<file path="src/rtl/rv32im_fetch_seq_pkg.sv">
// Shared encodings and constants for the rv32im fetch sequencer.
// The FSM encoding is fixed so it can be mirrored in the legacy definitions header.
package rv32im_fetch_seq_pkg;

  typedef enum logic [2:0] {
    FseqBoot  = 3'd0,
    FseqReq   = 3'd1,
    FseqWait  = 3'd2,
    FseqHold  = 3'd3,
    FseqDrain = 3'd4
  } fseq_state_e;

  localparam int unsigned PcIncr         = 4;
  localparam logic [31:0] ResetPcDefault = 32'h0000_0000;

endpackage

</file>
<file path="src/rtl/rv32im_fetch_seq.sv">
// Fetch PC sequencer: one outstanding instruction fetch, a single-entry buffer toward decode,
// and redirect handling that flushes the buffer and discards in-flight responses.
module rv32im_fetch_seq
  import rv32im_fetch_seq_pkg::*;
#(
  parameter int unsigned               API_ADDR_WIDTH = 32,
  parameter int unsigned               API_DATA_WIDTH = 32,
  parameter logic [API_ADDR_WIDTH-1:0] RESET_PC       = ResetPcDefault,
  parameter int unsigned               DROP_CNT_WIDTH = 8
) (
  input  logic                      clk_i,
  input  logic                      rst_n_i,
  input  logic                      redirect_valid_i,
  input  logic [API_ADDR_WIDTH-1:0] redirect_pc_i,
  input  logic                      stall_i,
  output logic                      imem_req_valid_o,
  output logic [API_ADDR_WIDTH-1:0] imem_req_addr_o,
  input  logic                      imem_req_ready_i,
  input  logic                      imem_rsp_valid_i,
  input  logic [API_DATA_WIDTH-1:0] imem_rsp_data_i,
  output logic                      if_valid_o,
  output logic [API_ADDR_WIDTH-1:0] if_pc_o,
  output logic [API_DATA_WIDTH-1:0] if_instr_o,
  input  logic                      if_ready_i,
  output logic                      flush_o,
  output logic                      misalign_o,
  output logic [DROP_CNT_WIDTH-1:0] drop_cnt_o
);

  fseq_state_e               state_q, state_d;
  logic [API_ADDR_WIDTH-1:0] pc_q, pc_d;
  logic [API_ADDR_WIDTH-1:0] req_pc_q, req_pc_d;
  logic [API_ADDR_WIDTH-1:0] if_pc_q, if_pc_d;
  logic [API_DATA_WIDTH-1:0] if_instr_q, if_instr_d;
  logic [DROP_CNT_WIDTH-1:0] drop_cnt_q, drop_cnt_d;
  logic                      drop_inc;
  logic [API_ADDR_WIDTH-1:0] redirect_pc_aligned;

  assign redirect_pc_aligned = {redirect_pc_i[API_ADDR_WIDTH-1:2], 2'b00};

  always_ff @(posedge clk_i or negedge rst_n_i) begin
    if (!rst_n_i) begin
      state_q    <= FseqBoot;
      pc_q       <= RESET_PC;
      req_pc_q   <= '0;
      if_pc_q    <= '0;
      if_instr_q <= '0;
      drop_cnt_q <= '0;
    end else begin
      state_q    <= state_d;
      pc_q       <= pc_d;
      req_pc_q   <= req_pc_d;
      if_pc_q    <= if_pc_d;
      if_instr_q <= if_instr_d;
      drop_cnt_q <= drop_cnt_d;
    end
  end

  always_comb begin
    state_d          = state_q;
    pc_d             = pc_q;
    req_pc_d         = req_pc_q;
    if_pc_d          = if_pc_q;
    if_instr_d       = if_instr_q;
    drop_inc         = 1'b0;
    imem_req_valid_o = 1'b0;
    if_valid_o       = 1'b0;

    if (redirect_valid_i) begin
      pc_d = redirect_pc_aligned;
    end

    case (state_q)
      FseqBoot: state_d = FseqReq;
      FseqReq: begin
        imem_req_valid_o = 1'b1;
        if (imem_req_ready_i) begin
          req_pc_d = pc_q;
          // An accepted request still owes a response, so a redirect must drain it.
          state_d  = redirect_valid_i ? FseqDrain : FseqWait;
        end
      end
      FseqWait: begin
        if (imem_rsp_valid_i) begin
          if (redirect_valid_i) begin
            drop_inc = 1'b1;
            state_d  = FseqReq;
          end else begin
            if_instr_d = imem_rsp_data_i;
            if_pc_d    = req_pc_q;
            pc_d       = req_pc_q + API_ADDR_WIDTH'(PcIncr);
            state_d    = FseqHold;
          end
        end else if (redirect_valid_i) begin
          state_d = FseqDrain;
        end
      end
      FseqHold: begin
        if_valid_o = !redirect_valid_i;
        if (redirect_valid_i || (if_ready_i && !stall_i)) begin
          state_d = FseqReq;
        end
      end
      FseqDrain: begin
        if (imem_rsp_valid_i) begin
          drop_inc = 1'b1;
          state_d  = FseqReq;
        end
      end
      default: state_d = FseqBoot;
    endcase
  end

  always_comb begin
    drop_cnt_d = drop_cnt_q;
    if (drop_inc && (drop_cnt_q != '1)) begin
      drop_cnt_d = drop_cnt_q + DROP_CNT_WIDTH'(1);
    end
  end

  assign imem_req_addr_o = pc_q;
  assign if_pc_o         = if_pc_q;
  assign if_instr_o      = if_instr_q;
  assign flush_o         = redirect_valid_i;
  assign misalign_o      = redirect_valid_i && (redirect_pc_i[1:0] != 2'b00);
  assign drop_cnt_o      = drop_cnt_q;

endmodule

</file>
<file path="config.mk">
export PLATFORM = sky130hd
export DESIGN_NAME = rv32im_fetch_seq
export DESIGN_NICKNAME = d
export VERILOG_FILES = /design/src/rtl/rv32im_fetch_seq_pkg.sv /design/src/rtl/rv32im_fetch_seq.sv
export SDC_FILE = /design/constraint.sdc
export NUM_CORES = 1
export LEC_CHECK = 0
export CELL_PAD_IN_SITES_DETAIL_PLACEMENT = 1
export CELL_PAD_IN_SITES_GLOBAL_PLACEMENT = 1
export CORE_ASPECT_RATIO = 1.1
export CORE_MARGIN = 1.5
export CORE_UTILIZATION = 25
export DETAILED_ROUTE_END_ITERATION = 12
export GPL_TIMING_DRIVEN = 0
export HOLD_SLACK_MARGIN = 0.03
export PLACE_DENSITY = 0.71
export SLEW_MARGIN = 20
export SYNTH_ARGS = -nofsm -noshare
export SYNTH_HDL_FRONTEND = slang
export SYNTH_SLANG_ARGS = --single-unit
</file>
<file path="constraint.sdc">
create_clock -name clk_i -period 4 [get_ports clk_i]
set_input_delay 0.8 -clock clk_i [delete_from_list [all_inputs] [get_ports clk_i]]
set_output_delay 0.8 -clock clk_i [all_outputs]
set_load 0.03 [all_outputs]
</file>
==> flow_summary.yaml <==
run_status:
  status: "completed"
cells_and_area:
  register_area_um2: 3478
  multi_input_area_um2: 2521
  area_growth_pct: 45.40
  instances_no_fill: 1159
  nFillCells: 2747
  nets: 908
  final_common_cell: "nand2_1"
  drive_gt1_frac: 0.09316
  final_cell_mix: "252 x nand2_1, 177 x clkdlybuf4s50_1, 139 x dfrtp_1"
global_route:
  use_met1: 0.2062
  met2_usage: 0.2620
  use_met3: 0.04244
  antenna_found_initial: 1
  top_usage_layer: "met2"
  overflow: 0
  grt_pass1_vias: 5652
  grt_start_max_net_pins: 87
  grtUsageTotal: 0.1601
  grt_first_pass_wirelength_mm: 31.82
synth:
  synth_edf_count: 0
  synth_top_area_frac: 0.5652
  yosys-top-cells-area: "dfrtp_1 57%, nand2_1 15%, mux2_2 5.9%"
  netlist_area_um2: 6155
  synthCells: 637
  ys.flop_type: "dfrtp_1"
  syn_area_per_cell_um2: 9.662
  async_flop_share: 1.000
  synthesis.nets: 710
  ys_seq_elements: 139
  yosysSeqAreaShare: 0.5652
  yosysWarnings: 0
  synth_top_area_cell: "dfrtp_1"
  synth_cell_types: 42
critical_path:
  crit_type: "in2out"
  crit_family: "buffers and inverters"
  cp_max_fo: 10
  worstReg2RegStart: "state_q[1]"
  cp_cell_sequence: "clkdlybuf4s50_1 -> inv_1 -> clkbuf_1 -> nor2_1 -> clkdlybuf4s50_1"
  start_kind: "primary input"
  critPathCaptureType: "output pin"
  path_common_cell: "clkdlybuf4s50_1"
  required_ns: 3.20
  critPathArrivalTime_ns: 2.63
  critPathSlowestCell: "clkdlybuf4s50_1"
  r2r_slack_ns: 1.64
  slowest_delay_ns: 0.67
  r2r_cells: 7
  rr_endpoint: "if_pc_o[10]"
  worst-path-buf-inv: 4
drt:
  viasPerCell: 4.488
  drt-total-wl_mm: 19.84
  routedWlPerCell_um: 17.12
  drt-initial-drc-count: 143
  vias: 5202
  drtAntennaViolNets: 0
  drc: 0
  first_pass_iters: 4
place:
  place_hpwl_mm: 14.64
  portBuffers: 178
  gp_congestion: 0.7604
  pre_cts_ws_ns: 0.5356
  dp.cells: 1126
sta:
  slew_violations: 0
  hold_viol: 0
  max_freq_mhz: 291.5
  fin_crit_sh: 0.8577
  worst-slew-pin-transition_ns: 0.8159
  setup_viol: 0
  slew_headroom: 0.4511
  rsz0062_at_grt: "false"
  post-route-min-period_ns: 3.431
  setup_ws_ns: 0.5693
  clock_skew_ns: 0.008303
clock_tree:
  cts_tree: "done"
  clockBufferDepth: 2
  path_clk_slew_ns: 0.06
  cts.repair.resized: 0
  cts_hold_buf: 0
  clk_latency_ns: 0.42
  cts_setup_buffers: 0
  clock-sinks: 139
  htreeDepth: 4
  cts_root_buf: "clkbuf_16"
  cts_made_buffers: 17
power_and_ir_drop:
  swShare: 0.3936
  power.total_w: 0.006418
  powerDensity_nw_per_um2: 717.2
  p_clk_frac: 0.249
  power.share.sequential: 0.364
  peakVddDrop_mv: 0.2591
  p_leak_nw: 3.987
  power.internal_w: 0.003892
  pwr-share-comb: 0.387
  p_sw_w: 0.002526
floorplan:
  std_cell_rows: 60
  die-area_um2: 25570
  ioPinCount: 179
  initial_utilization: 0.2530
  die_w_um: 152.6
  coreArea_um2: 24320
  die_y_um: 167.6
min_path:
  hold_path.class: "in2async"
job:
  cap_viol_max_count: 0
==> cell families after synthesis <==
group | share of synthesized area
AO/OA/AOI/OAI | 0.05916
XOR/XNOR | 0.04981
adder cells (fa/ha/maj) | 0.004065
buffers and inverters | 0.02521
flip-flops | 0.5652
multiplexers | 0.06018
AND/OR/NAND/NOR | 0.2364
==> power groups by stage <==
stage	clock network, W	registers (W)	logic [W]
after global placement	0	0.00234	0.00247
final	0.00160	0.00233	0.00248
after global routing	0.00171	0.00242	0.00267
after floorplan	0	0.00287	0.000872
after CTS	0.00164	0.00234	0.00252
after detailed placement	0	0.00237	0.00251
==> flip-flops by register name, indices dropped and copies added (netlist names) <==
signal and flops:
imem_req_addr_o 32, drop_cnt_o 8, if_pc_o 32, state_q 3, if_instr_o 32, req_pc_q 32
==> stage by stage <==
step | setup TNS (ns) | utilization | instance area [µm²] | hold slack (ns)
after detailed placement | 0 | 0.3436 | 8357 | 0.4613
after CTS | 0 | 0.3678 | 8946 | 0.4126
after global routing | 0 | 0.3678 | 8946 | 0.4330
after floorplan | 0 | - | 6155 | 0.4567
after global placement | -536.81 | 0.3422 | 8324 | 0.4575
final | 0 | 0.3679 | 8949 | 0.3916
==> layout make-up <==
class	instances	share of cell area
antenna	1	0.0002796
multi-input combinational	460	0.2817
tap	310	0.04334
clock inverter	14	0.01790
inverter	3	0.001258
sequential	139	0.3887
clock buffer	18	0.04796
timing repair buffer	179	0.2027
buffer	35	0.01608
==> routing by layer <==
metal / part of all wire / vias to the layer above
met5: 0 / -
met4: 0.020 / 0
met3: 0.049 / 22
met2: 0.47 / 130
met1: 0.46 / 2542
li1: - / 2508
==> synthesized netlist by cell type, types with 9 or more instances <==
cell type / instances
xnor2_1: 16
nand2_1: 252
nor2_1: 22
clkbuf_1: 25
dfrtp_1: 139
a21oi_1: 9
o21ai_0: 25
nand3_1: 16
xor2_1: 19
and3_1: 9
o221ai_1: 15
mux2_2: 32
nand4_1: 9
==> how the worst max path moves through the flow <==
stage,depth (start not counted),endpoint,slack [ns],start
5_1_grt,5,misalign_o,0.49,redirect_valid_i
6_report,5,misalign_o,0.57,redirect_valid_i
3_3_place_gp,1,if_pc_o[4],-3.88,rst_n_i
2_1_floorplan,5,state_q[1],1.33,redirect_valid_i
3_5_place_dp,5,misalign_o,0.54,redirect_valid_i
4_1_cts,5,misalign_o,0.55,redirect_valid_i
Power figures use the tool's default switching activity.
